File: config.mk
export PLATFORM = sky130hd
export DESIGN_NAME = mul_signed_seq_flat
export DESIGN_NICKNAME = d
export VERILOG_FILES = /design/src/rtl/mul_signed_seq_if.sv /design/src/rtl/mul_signed_seq.sv /design/src/flat_wrapper.sv
export SDC_FILE = /design/constraint.sdc
export NUM_CORES = 1
export LEC_CHECK = 0
export BUFFER_PORTS_ARGS = -buffer_cell sky130_fd_sc_hd__buf_2
export CELL_PAD_IN_SITES_DETAIL_PLACEMENT = 1
export CELL_PAD_IN_SITES_GLOBAL_PLACEMENT = 2
export CORE_MARGIN = 10
export CORE_UTILIZATION = 37
export DETAILED_ROUTE_END_ITERATION = 7
export GPL_TIMING_DRIVEN = 0
export PLACE_DENSITY_LB_ADDON = 0.1
export SLEW_MARGIN = 10
export SYNTH_ARGS = -nofsm -noshare
export SYNTH_HDL_FRONTEND = slang
export SYNTH_SLANG_ARGS = --single-unit
File: constraint.sdc
create_clock -name clk -period 6.49 [get_ports clk]
set_clock_uncertainty 0.15 [all_clocks]
set_input_delay 0.9735 -clock clk [delete_from_list [all_inputs] [get_ports clk]]
set_output_delay 0.9735 -clock clk [all_outputs]
set_load 0.03 [all_outputs]
File: src/rtl/mul_signed_seq_if.sv
`default_nettype none
// ============================================================================
//  Module      : mul_signed_seq_if
//  Description : Handshake and result bundle for the sequential signed
//                multiplier. The master launches an operation with start/a/b.
//                The slave (the multiplier) returns busy/done and the results.
//  Ports       : start   - launch request, sampled only when the unit is idle
//                a, b    - signed operands, WIDTH bits
//                busy    - operation in progress
//                done    - one-cycle pulse when the results update
//                m       - WIDTH-bit result, wrapped or saturated
//                p_full  - exact 2*WIDTH-bit signed product
//                of_mul  - product does not fit in WIDTH signed bits
//  Revision    : 1.0 - initial release
// ============================================================================
interface mul_signed_seq_if #(
   parameter int WIDTH = 6
) ();
   logic                 start;
   logic [WIDTH-1:0]     a;
   logic [WIDTH-1:0]     b;
   logic                 busy;
   logic                 done;
   logic [WIDTH-1:0]     m;
   logic [2*WIDTH-1:0]   p_full;
   logic                 of_mul;

   modport master (
      output start, a, b,
      input  busy, done, m, p_full, of_mul
   );

   modport slave (
      input  start, a, b,
      output busy, done, m, p_full, of_mul
   );
endinterface
`default_nettype wire

File: src/rtl/mul_signed_seq.sv
`default_nettype none
// ============================================================================
//  Module      : mul_signed_seq
//  Description : Multi-cycle shift-add signed multiplier. The operands are
//                reduced to unsigned magnitudes on capture. The magnitudes are
//                multiplied over WIDTH iterations, and the sign is applied in
//                a final cycle. That cycle also computes the exact overflow
//                flag and the wrapped or saturated short result.
//  Ports       : clk     - clock, rising edge
//                rst     - synchronous active-high reset
//                bus     - slave side of mul_signed_seq_if
//                          (start/a/b in; busy/done/m/p_full/of_mul out)
//  Parameters  : WIDTH   - operand and short-result width (>= 2)
//                SAT_EN  - 0: wrap on overflow, 1: saturate to signed max/min
//  Revision    : 1.0 - initial release
// ============================================================================
module mul_signed_seq #(
   parameter int WIDTH  = 6,
   parameter bit SAT_EN = 1'b0
) (
   input  logic            clk,
   input  logic            rst,
   mul_signed_seq_if.slave bus
);
   localparam int                CW        = $clog2(WIDTH + 1);
   localparam logic [CW-1:0]     C_LAST    = CW'(WIDTH - 1);
   localparam logic [WIDTH-1:0]  C_SAT_POS = {1'b0, {(WIDTH-1){1'b1}}};
   localparam logic [WIDTH-1:0]  C_SAT_NEG = {1'b1, {(WIDTH-1){1'b0}}};

   typedef enum logic [1:0] {
      S_IDLE = 2'd0,
      S_CALC = 2'd1,
      S_FIN  = 2'd2
   } state_t;

   state_t               r_state;
   state_t               w_next;

   logic [2*WIDTH-1:0]   r_mcand;    // shifted multiplicand magnitude
   logic [2*WIDTH-1:0]   r_acc;      // unsigned magnitude accumulator
   logic [WIDTH-1:0]     r_mplier;   // multiplier magnitude, consumed LSB first
   logic [CW-1:0]        r_cnt;
   logic                 r_sign;

   logic [2*WIDTH-1:0]   r_p_full;
   logic [WIDTH-1:0]     r_m;
   logic                 r_of;
   logic                 r_done;

   logic [WIDTH-1:0]     w_mag_a;
   logic [WIDTH-1:0]     w_mag_b;
   logic [2*WIDTH-1:0]   w_prod;
   logic [WIDTH:0]       w_top;
   logic                 w_of;
   logic [WIDTH-1:0]     w_m;

   // Negating the most-negative value yields 2^(WIDTH-1). That value is
   // correct when the field is read as an unsigned magnitude.
   assign w_mag_a = bus.a[WIDTH-1] ? -bus.a : bus.a;
   assign w_mag_b = bus.b[WIDTH-1] ? -bus.b : bus.b;

   // A zero magnitude stays zero under negation, so there is no negative zero.
   assign w_prod  = r_sign ? -r_acc : r_acc;

   // The product fits in WIDTH signed bits only when the upper WIDTH+1 bits
   // are all copies of the sign.
   assign w_top   = w_prod[2*WIDTH-1:WIDTH-1];
   assign w_of    = ~((&w_top) | ~(|w_top));

   assign w_m     = (SAT_EN && w_of) ? (w_prod[2*WIDTH-1] ? C_SAT_NEG : C_SAT_POS)
                                     : w_prod[WIDTH-1:0];

   always_ff @(posedge clk) begin
      if (rst) begin
         r_state <= S_IDLE;
      end else begin
         r_state <= w_next;
      end
   end

   always_comb begin
      w_next = r_state;
      case (r_state)
         S_IDLE:  if (bus.start) w_next = S_CALC;
         S_CALC:  if (r_cnt == C_LAST) w_next = S_FIN;
         S_FIN:   w_next = S_IDLE;
         default: w_next = S_IDLE;
      endcase
   end

   always_ff @(posedge clk) begin
      if (rst) begin
         r_mcand  <= '0;
         r_acc    <= '0;
         r_mplier <= '0;
         r_cnt    <= '0;
         r_sign   <= 1'b0;
         r_p_full <= '0;
         r_m      <= '0;
         r_of     <= 1'b0;
         r_done   <= 1'b0;
      end else begin
         r_done <= 1'b0;
         case (r_state)
            S_IDLE: begin
               if (bus.start) begin
                  r_mcand  <= {{WIDTH{1'b0}}, w_mag_a};
                  r_mplier <= w_mag_b;
                  r_acc    <= '0;
                  r_cnt    <= '0;
                  r_sign   <= bus.a[WIDTH-1] ^ bus.b[WIDTH-1];
               end
            end
            S_CALC: begin
               if (r_mplier[0]) begin
                  r_acc <= r_acc + r_mcand;
               end
               r_mcand  <= r_mcand << 1;
               r_mplier <= r_mplier >> 1;
               r_cnt    <= r_cnt + CW'(1);
            end
            S_FIN: begin
               r_p_full <= w_prod;
               r_of     <= w_of;
               r_m      <= w_m;
               r_done   <= 1'b1;
            end
            default: ;
         endcase
      end
   end

   assign bus.busy   = (r_state != S_IDLE);
   assign bus.done   = r_done;
   assign bus.m      = r_m;
   assign bus.p_full = r_p_full;
   assign bus.of_mul = r_of;

endmodule
`default_nettype wire
File: src/flat_wrapper.sv
// flat-port wrapper written by rule: the top's interface ports become plain ports
module mul_signed_seq_flat 
#(
   parameter int WIDTH  = 6,
   parameter bit SAT_EN = 1'b0
)
  (clk, rst, bus_start, bus_a, bus_b, bus_busy, bus_done, bus_m, bus_p_full, bus_of_mul);
  mul_signed_seq_if #(.WIDTH(WIDTH)) bus_i ();
  input  logic clk;
  input  logic rst;
  input wire logic [$bits(bus_i.start)-1:0] bus_start;
  input wire logic [$bits(bus_i.a)-1:0] bus_a;
  input wire logic [$bits(bus_i.b)-1:0] bus_b;
  output wire logic [$bits(bus_i.busy)-1:0] bus_busy;
  output wire logic [$bits(bus_i.done)-1:0] bus_done;
  output wire logic [$bits(bus_i.m)-1:0] bus_m;
  output wire logic [$bits(bus_i.p_full)-1:0] bus_p_full;
  output wire logic [$bits(bus_i.of_mul)-1:0] bus_of_mul;
  assign bus_i.start = bus_start;
  assign bus_i.a = bus_a;
  assign bus_i.b = bus_b;
  assign bus_busy = bus_i.busy;
  assign bus_done = bus_i.done;
  assign bus_m = bus_i.m;
  assign bus_p_full = bus_i.p_full;
  assign bus_of_mul = bus_i.of_mul;
  mul_signed_seq #(.WIDTH(WIDTH), .SAT_EN(SAT_EN)) u_core (.clk(clk), .rst(rst), .bus(bus_i));
endmodule
==> metrics.md <==
| Metric | Value |
|---|---|
| Clock sinks | 50 |
| Initial antenna violation count | 0 |
| Avg Vias per Cell | 5.33 |
| Setup tns final | 0 ns |
| Post-route ant nets | 0 |
| Die H | 110 microns |
| Area fraction of the dominant cell type after synthesis | 33.4% |
| Cts bufs inserted | 5 |
| Final HPWL DP | 6.49 mm |
| Crit Reg-Reg Startpoint | u_core.r_acc[0] |
| Die width | 110 microns |
| Worst path max stage delay | 0.46 ns |
| Syn_nets | 395 |
| Leading area contributor after synthesis | dfxtp_1 |
| Lkg Pwr | 1.43 nW |
| Layout area overhead | 13.3% |
| Family with the most delay on the worst path | compound AO/OA/AOI/OAI gates |
| Via count | 2708 |
| Status | completed |
| I/O Pins | 36 |
| Clk slew on worst S/H paths | 0.10 ns |
| CP Data Required Time | 6.55 ns |
| Power share of the clock group | 33.2% |
| PnR Total Power | 0.593 mW |
| Pwr/cell area | 175 mW/mm^2 |
| Critical path buffers and inverters | 0 |
| Max-slew headroom | 60.8% |
| Max-cap violations | 0 |
| Initial core utilization | 38.3% |
| Reg power frac | 54.0% |
| Crit. End Element | flip-flop |
| Fraction of registers with async set/reset | 0% |
| Htree depth | 2 |
| RSZ-0062 raised after global routing | false |
| VDD IR max | 80.1 uV |
| Internal power | 0.422 mW |
| DRC | 0 |
| Diodes inserted | 0 |
| Row count | 32 |
| CP arrival | 2.72 ns |
| Synth Register Bits | 50 |
| Port Buffers | 35 |
| Yosys warning count | 0 |
| Vias in the first global route | 2803 |
| Worst setup endpoint | u_core.r_acc[10] |
| Core Area | 0.00781 sq mm |
| GPL Wtd Cong | 0.781 |
| Worst-margin pin slew | 0.583 ns |
| Average wire per standard cell | 15.6 microns |
| Post-cts resize count | 0 |
| Number of DRC markers in iteration 0 | 99 |
| Sw Pwr | 0.170 mW |
| Top_reg_cell synth | dfxtp_1 |
| CTS tree | yes |
| Worst R2R Setup Slack | 3.83 ns |
| Die ar. | 0.0121 sq mm |
| Crit path cell chain | ha_1, fa_1, a21o_1, a221oi_1, o21ai_0, a31oi_1, xnor2_1, a22o_1 |
| Layout cells sized above 1 | 16.3% |
| Fin. Hold Viols | 0 |
| Worst Path Max Fanout | 7 |
| FMAX | 0.376 GHz |
| Post-Synthesis Cell Area | 0.00299 sq mm |
| Startpoint Class | flip-flop |
| Syn Area/Cell | 8.24 sq um |
| Post-layout min period | 2.66 ns |
| CTS Root Cell | clkbuf_8 |
| Synth top area cells | dfxtp_1 33%, ha_1 6.7%, nor2_1 6.0%, a21oi_1 4.0%, xor2_1 3.8% |
| Synth top cells by count | 50 x dfxtp_1, 48 x nor2_1, 27 x nand2_1 |
| Maximum number of pins on one net before global-route repair | 19 |
| Routed WL | 7.95 mm |
| Final period util | 40.9% |
| Reg-to-reg endpoint | u_core.r_acc[10] |
| Sw frac | 28.8% |
| Crit path max-delay cell type | a221oi_1 |
| Post-synth EDFFs | 0 |
| Comb power frac | 12.8% |
| Cts hold-fix bufs | 0 |
| Count of final setup violators | 0 |
| Post-synthesis sequential area ratio | 33.4% |
| # nets final | 437 |
| First-pass DRT Iterations | 5 |
| Worst hold slack | 0.326 ns |
| R2r worst-path depth | 8 |
| Origin of the worst setup path | u_core.r_acc[0] |
| Top-count cell post-synth | dfxtp_1 |
| Crit path kind | reg -> reg |
| First-pass GRT wire length | 13.5 mm |
| Tot GR Track Use | 13.7% |
| Post-Synthesis Cells | 363 |
| Stages on worst setup path | 8 |
| Max-slew violation count | 0 |
| Netlist cell types | 54 |
| Worst skew pair latency | 0.32 ns |
| Total gr overflow | 0 |
| Class of the worst hold path | reg -> reg |
| Post-CTS setup buffer count | 0 |
| Max Buffers Root-to-Sink | 2 |
## registers in the layout (all words and copies together) (netlist names)
signal             flops
u_core.r_cnt           3
u_core.bus.p_full      7
u_core.r_mcand        12
u_core.bus.done        1
u_core.r_state         2
u_core.bus.of_mul      1
u_core.r_sign          1
u_core.r_acc          12
u_core.r_mplier        6
u_core.bus.m           5
## area by class of cell
| type | instances | area (sq um) |
|---|---|---|
| Multi-Input combinational cell | 273 | 1770 |
| Buffer | 30 | 184 |
| Clock inverter | 3 | 26.3 |
| Timing Repair Buffer | 35 | 175 |
| Fill cell | 991 | 4420 |
| Tap cell | 102 | 128 |
| Clock buffer | 5 | 68.8 |
| Inverter | 10 | 37.5 |
| Sequential cell | 50 | 1000 |
## power groups by stage
stage / sequential, mW / clock [mW] / combinational (mW)
finish: 0.320 / 0.197 / 0.0760
CTS: 0.320 / 0.205 / 0.0778
global route: 0.321 / 0.217 / 0.0865
global placement: 0.327 / 0 / 0.0760
floorplan: 0.325 / 0 / 0.0533
detailed placement: 0.327 / 0 / 0.0776
## worst register-to-register path, cell delays in order (launching register included)
cell,delay (ns)
dfxtp_1,0.39
ha_1,0.26
fa_1,0.41
a21o_1,0.19
a221oi_1,0.46
o21ai_0,0.19
a31oi_1,0.22
xnor2_1,0.10
a22o_1,0.19
## per-stage QoR
stage	setup slack [ns]	std cells	instance area, sq um	utilization [%]
4_1_cts	3.74	508	3390	43.4
2_1_floorplan	4.17	363	2990	-
3_5_place_dp	3.77	500	3300	42.2
6_report	3.83	508	3390	43.4
5_1_grt	3.52	508	3390	43.4
3_3_place_gp	3.84	500	3300	42.2
## cells in the final DEF (no fill, tap or decap), types with 7 or more instances in the layout
| cell | n |
|---|---|
| a21oi_1 | 24 |
| nor2_1 | 48 |
| nor3_1 | 10 |
| buf_4 | 8 |
| o21ai_0 | 13 |
| nand3_1 | 15 |
| xor2_1 | 13 |
| dfxtp_1 | 50 |
| inv_1 | 10 |
| a22oi_1 | 8 |
| nand2_1 | 27 |
| xnor2_1 | 10 |
| ha_1 | 16 |
| buf_2 | 36 |
| a211oi_1 | 14 |
| a221oi_1 | 7 |
| clkbuf_1 | 16 |
## routing by layer
metal	up-vias	routed length, microns	GRT usage (%)
met4	0	61	2.79
met5	-	0	0
li1	1377	-	-
met2	40	3830	24.2
met3	5	319	2.52
met1	1286	3730	16.8
## worst min-delay path by stage
stage | start | to | cells past startpoint
final | u_core.r_mplier[0] | u_core.r_mplier[0] | 2
after global routing | u_core.r_mplier[0] | u_core.r_mplier[0] | 2
after CTS | u_core.r_mplier[5] | u_core.r_mplier[5] | 2
after detailed placement | u_core.r_mplier[5] | u_core.r_mplier[5] | 2
after global placement | u_core.r_mplier[5] | u_core.r_mplier[5] | 2
after floorplan | u_core.r_mplier[0] | u_core.r_mplier[0] | 2
## cells by family (layout without fill, tap and decap cells)
group           count (synthesis)  count (layout)  synth area share (%)
compound gates                 95              95                  22.3
xor+xnor                       23              23                  6.73
fa+ha+maj                      17              17                  7.36
buf+inv                        40              83                  7.40
flops                          50              50                  33.4
mux                             4               4                  1.38
simple gates                  134             134                  21.4
Note: power is estimated with default switching activity, not from simulation.
